==> src/rtl/hub75_pkg.sv <==
// rtl/hub75_pkg.sv - shared types and default sizes for the HUB75 receiver
package hub75_pkg;

  localparam int DEF_WIDTH      = 64;
  localparam int DEF_ADDR_BITS  = 5;
  localparam int DEF_PLANE_BITS = 3;

  // One colour lane, packed as {B,G,R}
  typedef logic [2:0] rgb_t;

  // Both half-panel lanes captured by a single shift clock
  typedef struct packed {
    rgb_t rgb1;
    rgb_t rgb0;
  } pix_pair_t;

endpackage

==> src/rtl/hub75_line_buffer.sv <==
// rtl/hub75_line_buffer.sv - two-bank line store with capture/drain ownership tracking
module hub75_line_buffer
  import hub75_pkg::*;
#(
  parameter int WIDTH = DEF_WIDTH,
  parameter int AW    = $clog2(DEF_WIDTH)
) (
  input  logic          clk,
  input  logic          reset,
  input  logic          we_i,
  input  logic [AW-1:0] waddr_i,
  input  pix_pair_t     wdata_i,
  input  logic [AW-1:0] raddr_i,
  output pix_pair_t     rdata_o,
  input  logic          swap_i,
  input  logic          free_i,
  output logic          drain_free_o
);

  pix_pair_t mem_q [2*WIDTH];
  pix_pair_t rdata_q;
  logic      cap_bank_q;
  logic      busy_q;
  logic      rbank;

  // While swapping, the bank about to become the drain bank is still the capture bank
  assign rbank        = swap_i ? cap_bank_q : ~cap_bank_q;
  // A bank whose last pixel is being accepted this cycle can be reused immediately
  assign drain_free_o = ~busy_q | free_i;
  assign rdata_o      = rdata_q;

  // Capture writes always land in the current capture bank
  always_ff @(posedge clk) begin
    if (we_i) mem_q[{cap_bank_q, waddr_i}] <= wdata_i;
  end

  // Synchronous read of the drain bank
  always_ff @(posedge clk) begin
    if (reset) rdata_q <= '0;
    else       rdata_q <= mem_q[{rbank, raddr_i}];
  end

  // Bank ownership: swap hands the captured line to the drain, free releases it
  always_ff @(posedge clk) begin
    if (reset) begin
      cap_bank_q <= 1'b0;
      busy_q     <= 1'b0;
    end else begin
      if (swap_i) begin
        cap_bank_q <= ~cap_bank_q;
        busy_q     <= 1'b1;
      end else if (free_i) begin
        busy_q     <= 1'b0;
      end
    end
  end

endmodule

==> src/rtl/hub75_rx.sv <==
// rtl/hub75_rx.sv - HUB75 bus receiver producing a tagged pixel stream per latched line
module hub75_rx
  import hub75_pkg::*;
#(
  parameter int WIDTH          = DEF_WIDTH,
  parameter int ADDR_BITS      = DEF_ADDR_BITS,
  parameter int PLANE_BITS     = DEF_PLANE_BITS,
  parameter bit SAMPLE_FALLING = 1'b1
) (
  input  logic                  clk,
  input  logic                  reset,
  input  logic                  hub_sclk,
  input  logic                  hub_latch,
  input  logic                  hub_blank,
  input  logic [ADDR_BITS-1:0]  hub_addr,
  input  logic [2:0]            hub_rgb0,
  input  logic [2:0]            hub_rgb1,
  output logic                  out_valid,
  input  logic                  out_ready,
  output logic [6:0]            out_x,
  output logic [ADDR_BITS-1:0]  out_row,
  output logic [PLANE_BITS-1:0] out_plane,
  output logic [2:0]            out_rgb0,
  output logic [2:0]            out_rgb1,
  output logic                  out_last,
  output logic [7:0]            line_len,
  output logic                  blank_sync,
  output logic                  overrun,
  output logic                  too_long
);

  localparam int AW = $clog2(WIDTH);
  localparam int CW = AW + 1;

  typedef enum logic {ST_IDLE, ST_SEND} state_e;

  logic [2:0]            sclk_q, latch_q;
  logic [1:0]            blank_q;
  logic [ADDR_BITS-1:0]  addr_m_q, addr_s_q;
  pix_pair_t             pix_m_q, pix_s_q;

  logic [CW-1:0]         col_q, drain_len_q;
  logic                  commit_pend_q, too_long_q, overrun_q;
  logic [PLANE_BITS-1:0] plane_q, drain_plane_q;
  logic [ADDR_BITS-1:0]  prev_row_q, drain_row_q;
  logic [7:0]            line_len_q;

  state_e                state_q, state_d;
  logic [AW-1:0]         x_q, x_d, rd_addr;

  logic                  sample_evt, latch_evt, we, commit, last_w, free_w, drain_free;
  pix_pair_t             rdata;

  assign sample_evt = SAMPLE_FALLING ? (~sclk_q[1] & sclk_q[2]) : (sclk_q[1] & ~sclk_q[2]);
  assign latch_evt  = latch_q[1] & ~latch_q[2];
  // The commit cycle owns the column counter, so a sample there is not stored
  assign we         = sample_evt & ~commit_pend_q & (col_q != CW'(WIDTH));
  assign commit     = commit_pend_q & (col_q != '0) & drain_free;
  assign last_w     = (CW'(x_q) + CW'(1)) == drain_len_q;
  assign free_w     = (state_q == ST_SEND) & out_ready & last_w;

  // Two-stage synchronizers; sclk and latch get a third stage for edge detection
  always_ff @(posedge clk) begin
    if (reset) begin
      sclk_q   <= '0;
      latch_q  <= '0;
      blank_q  <= '0;
      addr_m_q <= '0;
      addr_s_q <= '0;
      pix_m_q  <= '0;
      pix_s_q  <= '0;
    end else begin
      sclk_q   <= {sclk_q[1:0], hub_sclk};
      latch_q  <= {latch_q[1:0], hub_latch};
      blank_q  <= {blank_q[0], hub_blank};
      addr_m_q <= hub_addr;
      addr_s_q <= addr_m_q;
      pix_m_q  <= {hub_rgb1, hub_rgb0};
      pix_s_q  <= pix_m_q;
    end
  end

  // Column capture, plane tracking on latch, and line commit one cycle after the latch edge
  always_ff @(posedge clk) begin
    if (reset) begin
      col_q         <= '0;
      too_long_q    <= 1'b0;
      overrun_q     <= 1'b0;
      commit_pend_q <= 1'b0;
      plane_q       <= '0;
      prev_row_q    <= '0;
      line_len_q    <= '0;
      drain_len_q   <= '0;
      drain_row_q   <= '0;
      drain_plane_q <= '0;
    end else begin
      commit_pend_q <= latch_evt;
      if (commit_pend_q) begin
        col_q <= '0;
      end else if (sample_evt) begin
        if (col_q != CW'(WIDTH)) col_q <= col_q + CW'(1);
        else                     too_long_q <= 1'b1;
      end
      if (latch_evt) begin
        if (addr_s_q == prev_row_q) begin
          if (plane_q != '1) plane_q <= plane_q + PLANE_BITS'(1);
        end else begin
          plane_q    <= '0;
          prev_row_q <= addr_s_q;
        end
      end
      if (commit_pend_q) begin
        if (col_q == '0) begin
          line_len_q <= '0;
        end else if (commit) begin
          line_len_q    <= 8'(col_q);
          drain_len_q   <= col_q;
          drain_row_q   <= prev_row_q;
          drain_plane_q <= plane_q;
        end else begin
          overrun_q <= 1'b1;
        end
      end
    end
  end

  // Drain FSM state and column registers
  always_ff @(posedge clk) begin
    if (reset) begin
      state_q <= ST_IDLE;
      x_q     <= '0;
    end else begin
      state_q <= state_d;
      x_q     <= x_d;
    end
  end

  // Drain next-state: read address always points at the pixel to show next cycle
  always_comb begin
    state_d = state_q;
    x_d     = x_q;
    rd_addr = x_q;
    case (state_q)
      ST_IDLE: begin
        if (commit) begin
          state_d = ST_SEND;
          x_d     = '0;
          rd_addr = '0;
        end
      end
      ST_SEND: begin
        if (out_ready) begin
          if (last_w) begin
            if (commit) begin
              x_d     = '0;
              rd_addr = '0;
            end else begin
              state_d = ST_IDLE;
            end
          end else begin
            x_d     = x_q + AW'(1);
            rd_addr = x_q + AW'(1);
          end
        end
      end
      default: state_d = ST_IDLE;
    endcase
  end

  hub75_line_buffer #(.WIDTH(WIDTH), .AW(AW)) u_buf (
    .clk          (clk),
    .reset        (reset),
    .we_i         (we),
    .waddr_i      (col_q[AW-1:0]),
    .wdata_i      (pix_s_q),
    .raddr_i      (rd_addr),
    .rdata_o      (rdata),
    .swap_i       (commit),
    .free_i       (free_w),
    .drain_free_o (drain_free)
  );

  assign out_valid  = (state_q == ST_SEND);
  assign out_x      = 7'(x_q);
  assign out_row    = drain_row_q;
  assign out_plane  = drain_plane_q;
  assign out_rgb0   = out_valid ? rdata.rgb0 : 3'b000;
  assign out_rgb1   = out_valid ? rdata.rgb1 : 3'b000;
  assign out_last   = out_valid & last_w;
  assign line_len   = line_len_q;
  assign blank_sync = blank_q[1];
  assign overrun    = overrun_q;
  assign too_long   = too_long_q;

endmodule

==> config.mk <==
export PLATFORM = sky130hd
export DESIGN_NAME = hub75_rx
export DESIGN_NICKNAME = d
export VERILOG_FILES = /design/src/rtl/hub75_pkg.sv /design/src/rtl/hub75_line_buffer.sv /design/src/rtl/hub75_rx.sv
export SDC_FILE = /design/constraint.sdc
export NUM_CORES = 1
export LEC_CHECK = 0
export BUFFER_PORTS_ARGS = -buffer_cell sky130_fd_sc_hd__buf_2
export CAP_MARGIN = 10
export CORE_MARGIN = 1.5
export CORE_UTILIZATION = 35
export DETAILED_ROUTE_END_ITERATION = 8
export REMOVE_ABC_BUFFERS = 1
export SLEW_MARGIN = 20
export SYNTH_ARGS = -nofsm -noshare
export SYNTH_HDL_FRONTEND = slang
export SYNTH_HIERARCHICAL = 1
export SYNTH_SLANG_ARGS = --single-unit
export TNS_END_PERCENT = 10
==> constraint.sdc <==
create_clock -name clk -period 4.95 [get_ports clk]
set_input_delay 0.495 -clock clk [delete_from_list [all_inputs] [get_ports clk]]
set_output_delay 0.495 -clock clk [all_outputs]
set_load 0.005 [all_outputs]
==> results.py, run 1 <==
metrics = {
    "global_routing": {
        "grt_usage": 0.159,
        "grt_pass1_wl_um": 115000,
        "antenna_found_initial": 6,
        "grt_max_degree": 98,
        "grt_pass1_vias": 17400,
        "grt-ovfl-total": 0,
    },
    "setup_path": {
        "endpoint_kind": "flip-flop",
        "critical_path_required_ns": 5.48,
        "startpoint": "x_q[2]",
        "cp_top_family": "simple AND/OR/NAND/NOR gates",
        "cp-start-kind": "flip-flop",
        "worstReg2RegStart": "x_q[2]",
        "r2r_slack_ns": 0.27,
        "r2r_cells": 16,
        "critPathMostFrequentCell": "nand4_1",
        "cp.arrival_ns": 5.21,
        "crit_type": "reg -> reg",
        "r2r_end": "u_buf/rdata_o[4]",
        "slowest_stage": "mux4_2",
        "slowest_delay_ns": 0.57,
        "crit_chain": "nand3_2 > o41a_1 > and3_4 > nand3_2 > nor2_1 > nand2b_1 > nand3_1 > nand4_1 > nand3_4 > buf_12 > buf_12 > mux4_2 > mux2i_1 > a22oi_1 > nand4_1 > nand4_1",
        "crit_path_max_fanout": 45,
        "crit_buf_inv": 2,
    },
    "routing": {
        "routed_wl_um": 77800,
        "drc": 0,
        "vias": 17000,
        "dr.pass1.iters": 6,
        "route.met2.wl_um": 36900,
        "post_drt_wl_per_cell_um": 24.0,
        "drt-vias-per-instance": 5.25,
        "met1Wirelength_um": 32700,
        "ant_nets": 0,
        "wl_met3_um": 5800,
        "drt-initial-drc-count": 1456,
        "top_layer": "met5",
    },
    "flow_run": {
        "drv_cap": 0,
    },
    "logic_synthesis": {
        "ys.flop_type": "edfxtp_1",
        "synth_edf_count": 768,
        "synth-seq-cells": 853,
        "avgSynthCellArea_um2": 18.6,
        "syn_area_um2": 33500,
        "yosysUniqueCellTypes": 57,
        "syn_inst": 1804,
        "ys_warn_count": 6,
        "ys_async_sr_fraction": 0,
        "ys_seq_area_frac": 0.740,
    },
    "sta": {
        "max_freq_mhz": 214,
        "rsz0062_at_grt": "true",
        "final.setup_skew_ns": 0.0364,
        "final.setup.tns_ns": 0,
        "slew_headroom": 0.280,
        "layout_min_cycle_time_ns": 4.68,
        "worst_pin_slew_ns": 1.07,
        "maxSlewViolCount": 0,
        "post-route-period-util": 0.946,
        "setup_viol": 0,
        "hold_viol": 0,
    },
    "final_layout": {
        "areaGrowthSynthToFinish_pct": 14.7,
        "drive_gt1_frac": 0.229,
        "n_antenna_cell": 0,
        "final_cell_mix": "768 x edfxtp_1, 161 x mux4_2, 147 x nor2_1, 96 x nand2_1, 92 x mux2i_1",
        "final_common_cell": "edfxtp_1",
        "layout.nets": 1925,
    },
    "clock_network": {
        "post_cts_buffers": 0,
        "holdBufCountCts": 0,
        "clock_sinks": 853,
        "htree_levels": 3,
        "cts.clk_slew.worst_paths_ns": 0.06,
        "cts_tree": "yes",
        "cts_resized": 0,
        "root_buffer": "clkbuf_16",
        "cts.path.max_buffers": 3,
        "numCtsBuffers": 86,
        "clk_latency_ns": 0.66,
    },
    "hold_path": {
        "hp-class": "in -> reg",
        "worstHoldEndpoint": "pix_m_q[2]",
        "worstHoldStart": "hub_rgb0[2]",
        "hold_depth": 2,
    },
    "power_and_ir_drop": {
        "power_leakage_nw": 11.8,
        "switching_power_mw": 2.89,
        "swShare": 0.196,
        "comb_power_share": 0.007,
        "cell_internal_pwr_mw": 11.9,
        "p_per_area_nw_per_um2": 384,
        "clockPowerShare": 0.459,
        "report.power.total_mw": 14.7,
        "peakVddDrop_uv": 239,
        "pwr-share-seq": 0.534,
    },
    "die": {
        "initial_utilization": 0.353,
        "num_rows": 113,
        "ioPinCount": 51,
        "coreArea_um2": 94900,
        "dieArea_um2": 97500,
        "die_y_um": 312,
        "die_width_um": 312,
    },
    "place": {
        "dp_hpwl_um": 49200,
        "place_congestion": 0.853,
        "numPortBuffers": 48,
    },
    "outcome": {
        "status": "complete, no violations",
    },
}
## registers in the layout (all words and copies together) (netlist names), 5 cells and up
| name | cells |
|---|---|
| prev_row_q | 5 |
| pix_s_q | 6 |
| x_q | 6 |
| drain_len_q | 7 |
| line_len | 7 |
| pix_m_q | 6 |
| addr_m_q | 5 |
| col_q | 7 |
| addr_s_q | 5 |
| u_buf/rdata_o | 6 |
| out_row | 5 |
| u_buf/mem_q | 768 |
## logic make-up (layout without fill, tap and decap cells)
logic type	count (synthesis)	in the layout	share of synthesized area
muxes	293	293	0.156
xor gates and xnor gates	19	19	0.00538
adders and majority gates	5	5	0.00187
DFF	853	853	0.740
other	1	2	0.000112
AOI/OAI and AO/OA	127	127	0.0253
buffers and inverters	111	279	0.0161
and+or+nand+nor	395	395	0.0553
## power groups by stage
stage / sequential [mW] / combinational, mW / clock, mW
finish: 7.88 / 0.0972 / 6.77
global route: 7.88 / 0.106 / 7.18
CTS: 7.88 / 0.0980 / 6.91
detailed placement: 8.03 / 0.0978 / 0
global placement: 8.03 / 0.0941 / 0
floorplan: 8.02 / 0.0423 / 0
## area by class of cell
type | count | area, um2
Clock buffer | 108 | 2290
Clock inverter | 50 | 677
Fill cell | 8394 | 56500
Inverter | 11 | 41.3
Multi-Input combinational cell | 841 | 8230
Sequential cell | 853 | 24800
Tap cell | 1265 | 1580
Timing Repair Buffer | 110 | 785
## per-layer routing
metal / track usage / vias up
met2: 0.252 / 633
met4: 0.0500 / 2
met3: 0.0395 / 155
met5: 0 / -
li1: - / 7378
met1: 0.215 / 8835
## worst register-to-register path, cell delays in order (launching register included)
cell and delay, ns:
dfxtp_1 0.55, nand3_2 0.18, o41a_1 0.46, and3_4 0.20, nand3_2 0.11, nor2_1 0.05
nand2b_1 0.16, nand3_1 0.17, nand4_1 0.22, nand3_4 0.18, buf_12 0.30, buf_12 0.44
mux4_2 0.64, mux2i_1 0.50, a22oi_1 0.16, nand4_1 0.15, nand4_1 0.10
## Yosys cell counts (3+ instances only)
| cell | count | area (um2) |
|---|---|---|
| mux4_1 | 15 | 394 |
| ha_1 | 5 | 62.6 |
| nand2_1 | 96 | 360 |
| clkbuf_1 | 46 | 173 |
| mux4_2 | 161 | 3630 |
| buf_4 | 8 | 60.1 |
| o22ai_1 | 12 | 75.1 |
| nand2b_1 | 7 | 43.8 |
| nand4_1 | 29 | 181 |
| nor3_1 | 15 | 75.1 |
| edfxtp_1 | 768 | 23100 |
| dfxtp_1 | 85 | 1700 |
| nand3_1 | 26 | 130 |
| and2_1 | 9 | 56.3 |
| a22o_1 | 14 | 123 |
| o21ai_1 | 7 | 35.0 |
| xor2_1 | 9 | 78.8 |
| o21ai_0 | 22 | 110 |
| a2bb2oi_1 | 8 | 70.1 |
| mux2i_1 | 93 | 931 |
| a22oi_1 | 18 | 135 |
| xnor2_1 | 9 | 78.8 |
| or3_1 | 3 | 18.8 |
| inv_1 | 11 | 41.3 |
| buf_1 | 7 | 26.3 |
| a21oi_1 | 32 | 160 |
| buf_2 | 33 | 165 |
| buf_6 | 4 | 45.0 |
| nor2_1 | 147 | 552 |
| nand3_2 | 3 | 30.0 |
| nor2b_1 | 49 | 307 |
| mux2_2 | 24 | 270 |
## through the flow
step	hold WS, ns	util	setup WS, ns	area, um2	instances
finish	0.0532	0.405	0.269	38400	3238
global route	0.0240	0.405	-0.000269	38400	3238
CTS	0.0148	0.405	0.243	38400	3238
detailed placement	0.426	0.373	0.267	35400	3080
global placement	0.422	0.373	0.356	35400	3080
floorplan	0.414	-	-7.96	33000	1705
## worst max-delay path by stage
stage                                   to  slack, ns  depth (start not counted)
after global placement    u_buf/rdata_o[5]       0.36                         18
after CTS                 u_buf/rdata_o[5]       0.24                         18
after detailed placement  u_buf/rdata_o[5]       0.27                         18
final                     u_buf/rdata_o[4]       0.27                         16
after floorplan           u_buf/rdata_o[3]      -7.96                         15
after global routing      u_buf/rdata_o[1]    -0.0003                         20
(Power assumes the default switching activity.)
==> run 2, diff against run 1 <==
- ABC_AREA: default -> 1
==> results.py, run 2 <==
metrics = {
    "clock_network": {
        "root_buffer": "clkbuf_16",
        "clk_latency_ns": 0.64,
        "clock_sinks": 853,
        "numCtsBuffers": 89,
        "cts_resized": 0,
        "holdBufCountCts": 0,
        "cts.path.max_buffers": 3,
        "post_cts_buffers": 0,
        "cts.clk_slew.worst_paths_ns": 0.06,
        "htree_levels": 3,
        "cts_tree": "yes",
    },
    "die": {
        "ioPinCount": 51,
        "dieArea_um2": 103000,
        "die_y_um": 320,
        "coreArea_um2": 99900,
        "num_rows": 116,
        "die_width_um": 320,
        "initial_utilization": 0.353,
    },
    "setup_path": {
        "critical_path_required_ns": 5.54,
        "slowest_stage": "dfxtp_1",
        "r2r_end": "u_buf/rdata_o[5]",
        "r2r_slack_ns": 0.55,
        "crit_type": "reg -> reg",
        "crit_path_max_fanout": 73,
        "worstReg2RegStart": "x_q[1]",
        "cp.arrival_ns": 4.99,
        "endpoint_kind": "flip-flop",
        "cp-start-kind": "flip-flop",
        "r2r_cells": 28,
        "critPathMostFrequentCell": "nand2_1",
        "slowest_delay_ns": 0.43,
    },
    "final_layout": {
        "largest_reg_flops": 768,
        "layout.nets": 3284,
        "n_antenna_cell": 0,
        "drive_gt1_frac": 0.0858,
        "postLayoutCellArea_um2": 39800,
        "regMostFlops": "u_buf/mem_q",
        "final_cell_mix": "1101 x nand2_1, 768 x edfxtp_1, 676 x nand3_1, 195 x nor2_1, 107 x inv_1",
        "areaGrowthSynthToFinish_pct": 13.0,
        "final_common_cell": "nand2_1",
    },
    "place": {
        "place_area_um2": 36800,
        "dp_worst_setup_slack_ns": 0.594,
        "place_congestion": 0.833,
        "dp_hpwl_um": 51800,
        "numPortBuffers": 48,
    },
    "routing": {
        "dr.pass1.iters": 6,
        "routed_wl_um": 91500,
        "post_drt_wl_per_cell_um": 19.8,
        "drt-initial-drc-count": 2364,
        "drt-vias-per-instance": 5.13,
        "vias": 23700,
        "drc": 0,
        "ant_nets": 0,
    },
    "hold_path": {
        "worstHoldEndpoint": "pix_m_q[2]",
        "hp-class": "in -> reg",
        "worstHoldStart": "hub_rgb0[2]",
        "hold_depth": 3,
    },
    "logic_synthesis": {
        "synth.mux.area_fraction": 0,
        "yosys.area.top_type": "edfxtp_1",
        "ys_async_sr_fraction": 0,
        "synth-seq-cells": 853,
        "synth-simple-area-share": 0.241,
        "synth_area_leaders": "edfxtp_1 65%, nand2_1 12%, nand3_1 9.6%",
        "ys_warn_count": 6,
        "synth_fa_ha_area_frac": 0.00178,
        "netlist_top_cells_count": "1104 x nand2_1, 768 x edfxtp_1, 676 x nand3_1, 195 x nor2_1, 109 x inv_1",
        "avgSynthCellArea_um2": 10.9,
        "synth_top_family_by_area": "simple AND/OR/NAND/NOR gates",
        "syn_area_um2": 35200,
        "ys_seq_area_frac": 0.703,
        "ys.flop_type": "edfxtp_1",
        "synth_xor_area_frac": 0.00124,
        "synth_compound_area_frac": 0.00931,
        "yosysUniqueCellTypes": 35,
        "synth_edf_count": 768,
        "syn_inst": 3232,
        "netlist.area_leader.share": 0.655,
        "yosysMostFrequentCell": "nand2_1",
    },
    "sta": {
        "hold_ws_ns": 0.0589,
        "max_freq_mhz": 227,
        "rsz0062_at_grt": "false",
        "layout_min_cycle_time_ns": 4.40,
        "slew_headroom": 0.266,
        "worst_slack_ns": 0.550,
        "setup_viol": 0,
        "worst_pin_slew_ns": 1.10,
        "final.setup_skew_ns": 0.0173,
        "maxSlewViolCount": 0,
        "final.setup.tns_ns": 0,
        "hold_viol": 0,
        "post-route-period-util": 0.889,
    },
    "power_and_ir_drop": {
        "report.power.total_mw": 15.0,
        "swShare": 0.198,
        "pwr-share-seq": 0.527,
        "clockPowerShare": 0.458,
        "p_per_area_nw_per_um2": 376,
        "switching_power_mw": 2.96,
        "peakVddDrop_uv": 296,
        "cell_internal_pwr_mw": 12.0,
        "power_leakage_nw": 14.6,
        "comb_power_share": 0.015,
    },
    "global_routing": {
        "grt-ovfl-total": 0,
        "antenna_found_initial": 1,
        "grt_pass1_vias": 22700,
        "grt_max_degree": 138,
        "grt_pass1_wl_um": 139000,
        "grt_usage": 0.177,
    },
    "outcome": {
        "status": "complete, no violations",
    },
    "flow_run": {
        "drv_cap": 0,
    },
}
run 2: cells by family after synthesis:
logic type / count (synthesis)
and+or+nand+nor: 2005
DFF: 853
buffers and inverters: 299
AOI/OAI and AO/OA: 64
xor gates and xnor gates: 5
adders and majority gates: 5
other: 1
run 2: how the worst max path moves through the flow:
stage,startpoint,endpoint,cells past startpoint
after floorplan,x_q[1],u_buf/rdata_o[5],28
after detailed placement,x_q[1],u_buf/rdata_o[4],28
after CTS,x_q[1],u_buf/rdata_o[4],28
after global routing,x_q[1],u_buf/rdata_o[4],28
final,x_q[1],u_buf/rdata_o[5],28
after global placement,x_q[1],u_buf/rdata_o[4],28
run 2: layer usage:
layer  track usage  share of wire  vias to the layer above
met1         0.247           0.43                    11600
met3        0.0380          0.080                      156
li1              -              -                    11100
met4        0.0557          0.028                        0
met5             0              0                        -
met2         0.275           0.46                      867
run 2: power groups by stage:
stage | Combinational [mW] | Sequential [mW] | Clock [mW]
after floorplan | 0.131 | 8.03 | 0
after global placement | 0.225 | 8.04 | 0
after detailed placement | 0.227 | 8.04 | 0
after CTS | 0.228 | 7.89 | 6.96
after global routing | 0.254 | 7.89 | 7.21
final | 0.227 | 7.89 | 6.85
run 2: area by class of cell:
type	count	area [um2]
repair buffers	126	1000
clock buffers	116	2540
multi-input cells	2081	8930
flip-flops and latches	853	24800
fillers	9443	60100
inverters	111	443
clock inverters	45	472
well taps	1298	1620
run 2: critical path, delay by kind of cell (launching register included):
| family | cells | cell delay, ns |
|---|---|---|
| buf+inv | 4 | 0.84 |
| fa+ha+maj | 1 | 0.24 |
| flops | 1 | 0.43 |
| simple gates | 23 | 2.78 |
run 2: metrics by stage:
step | utilization | cells
3_5_place_dp | 0.368 | 4469
4_1_cts | 0.399 | 4630
5_1_grt | 0.399 | 4630
3_3_place_gp | 0.368 | 4469
2_1_floorplan | - | 3045
6_report | 0.399 | 4630
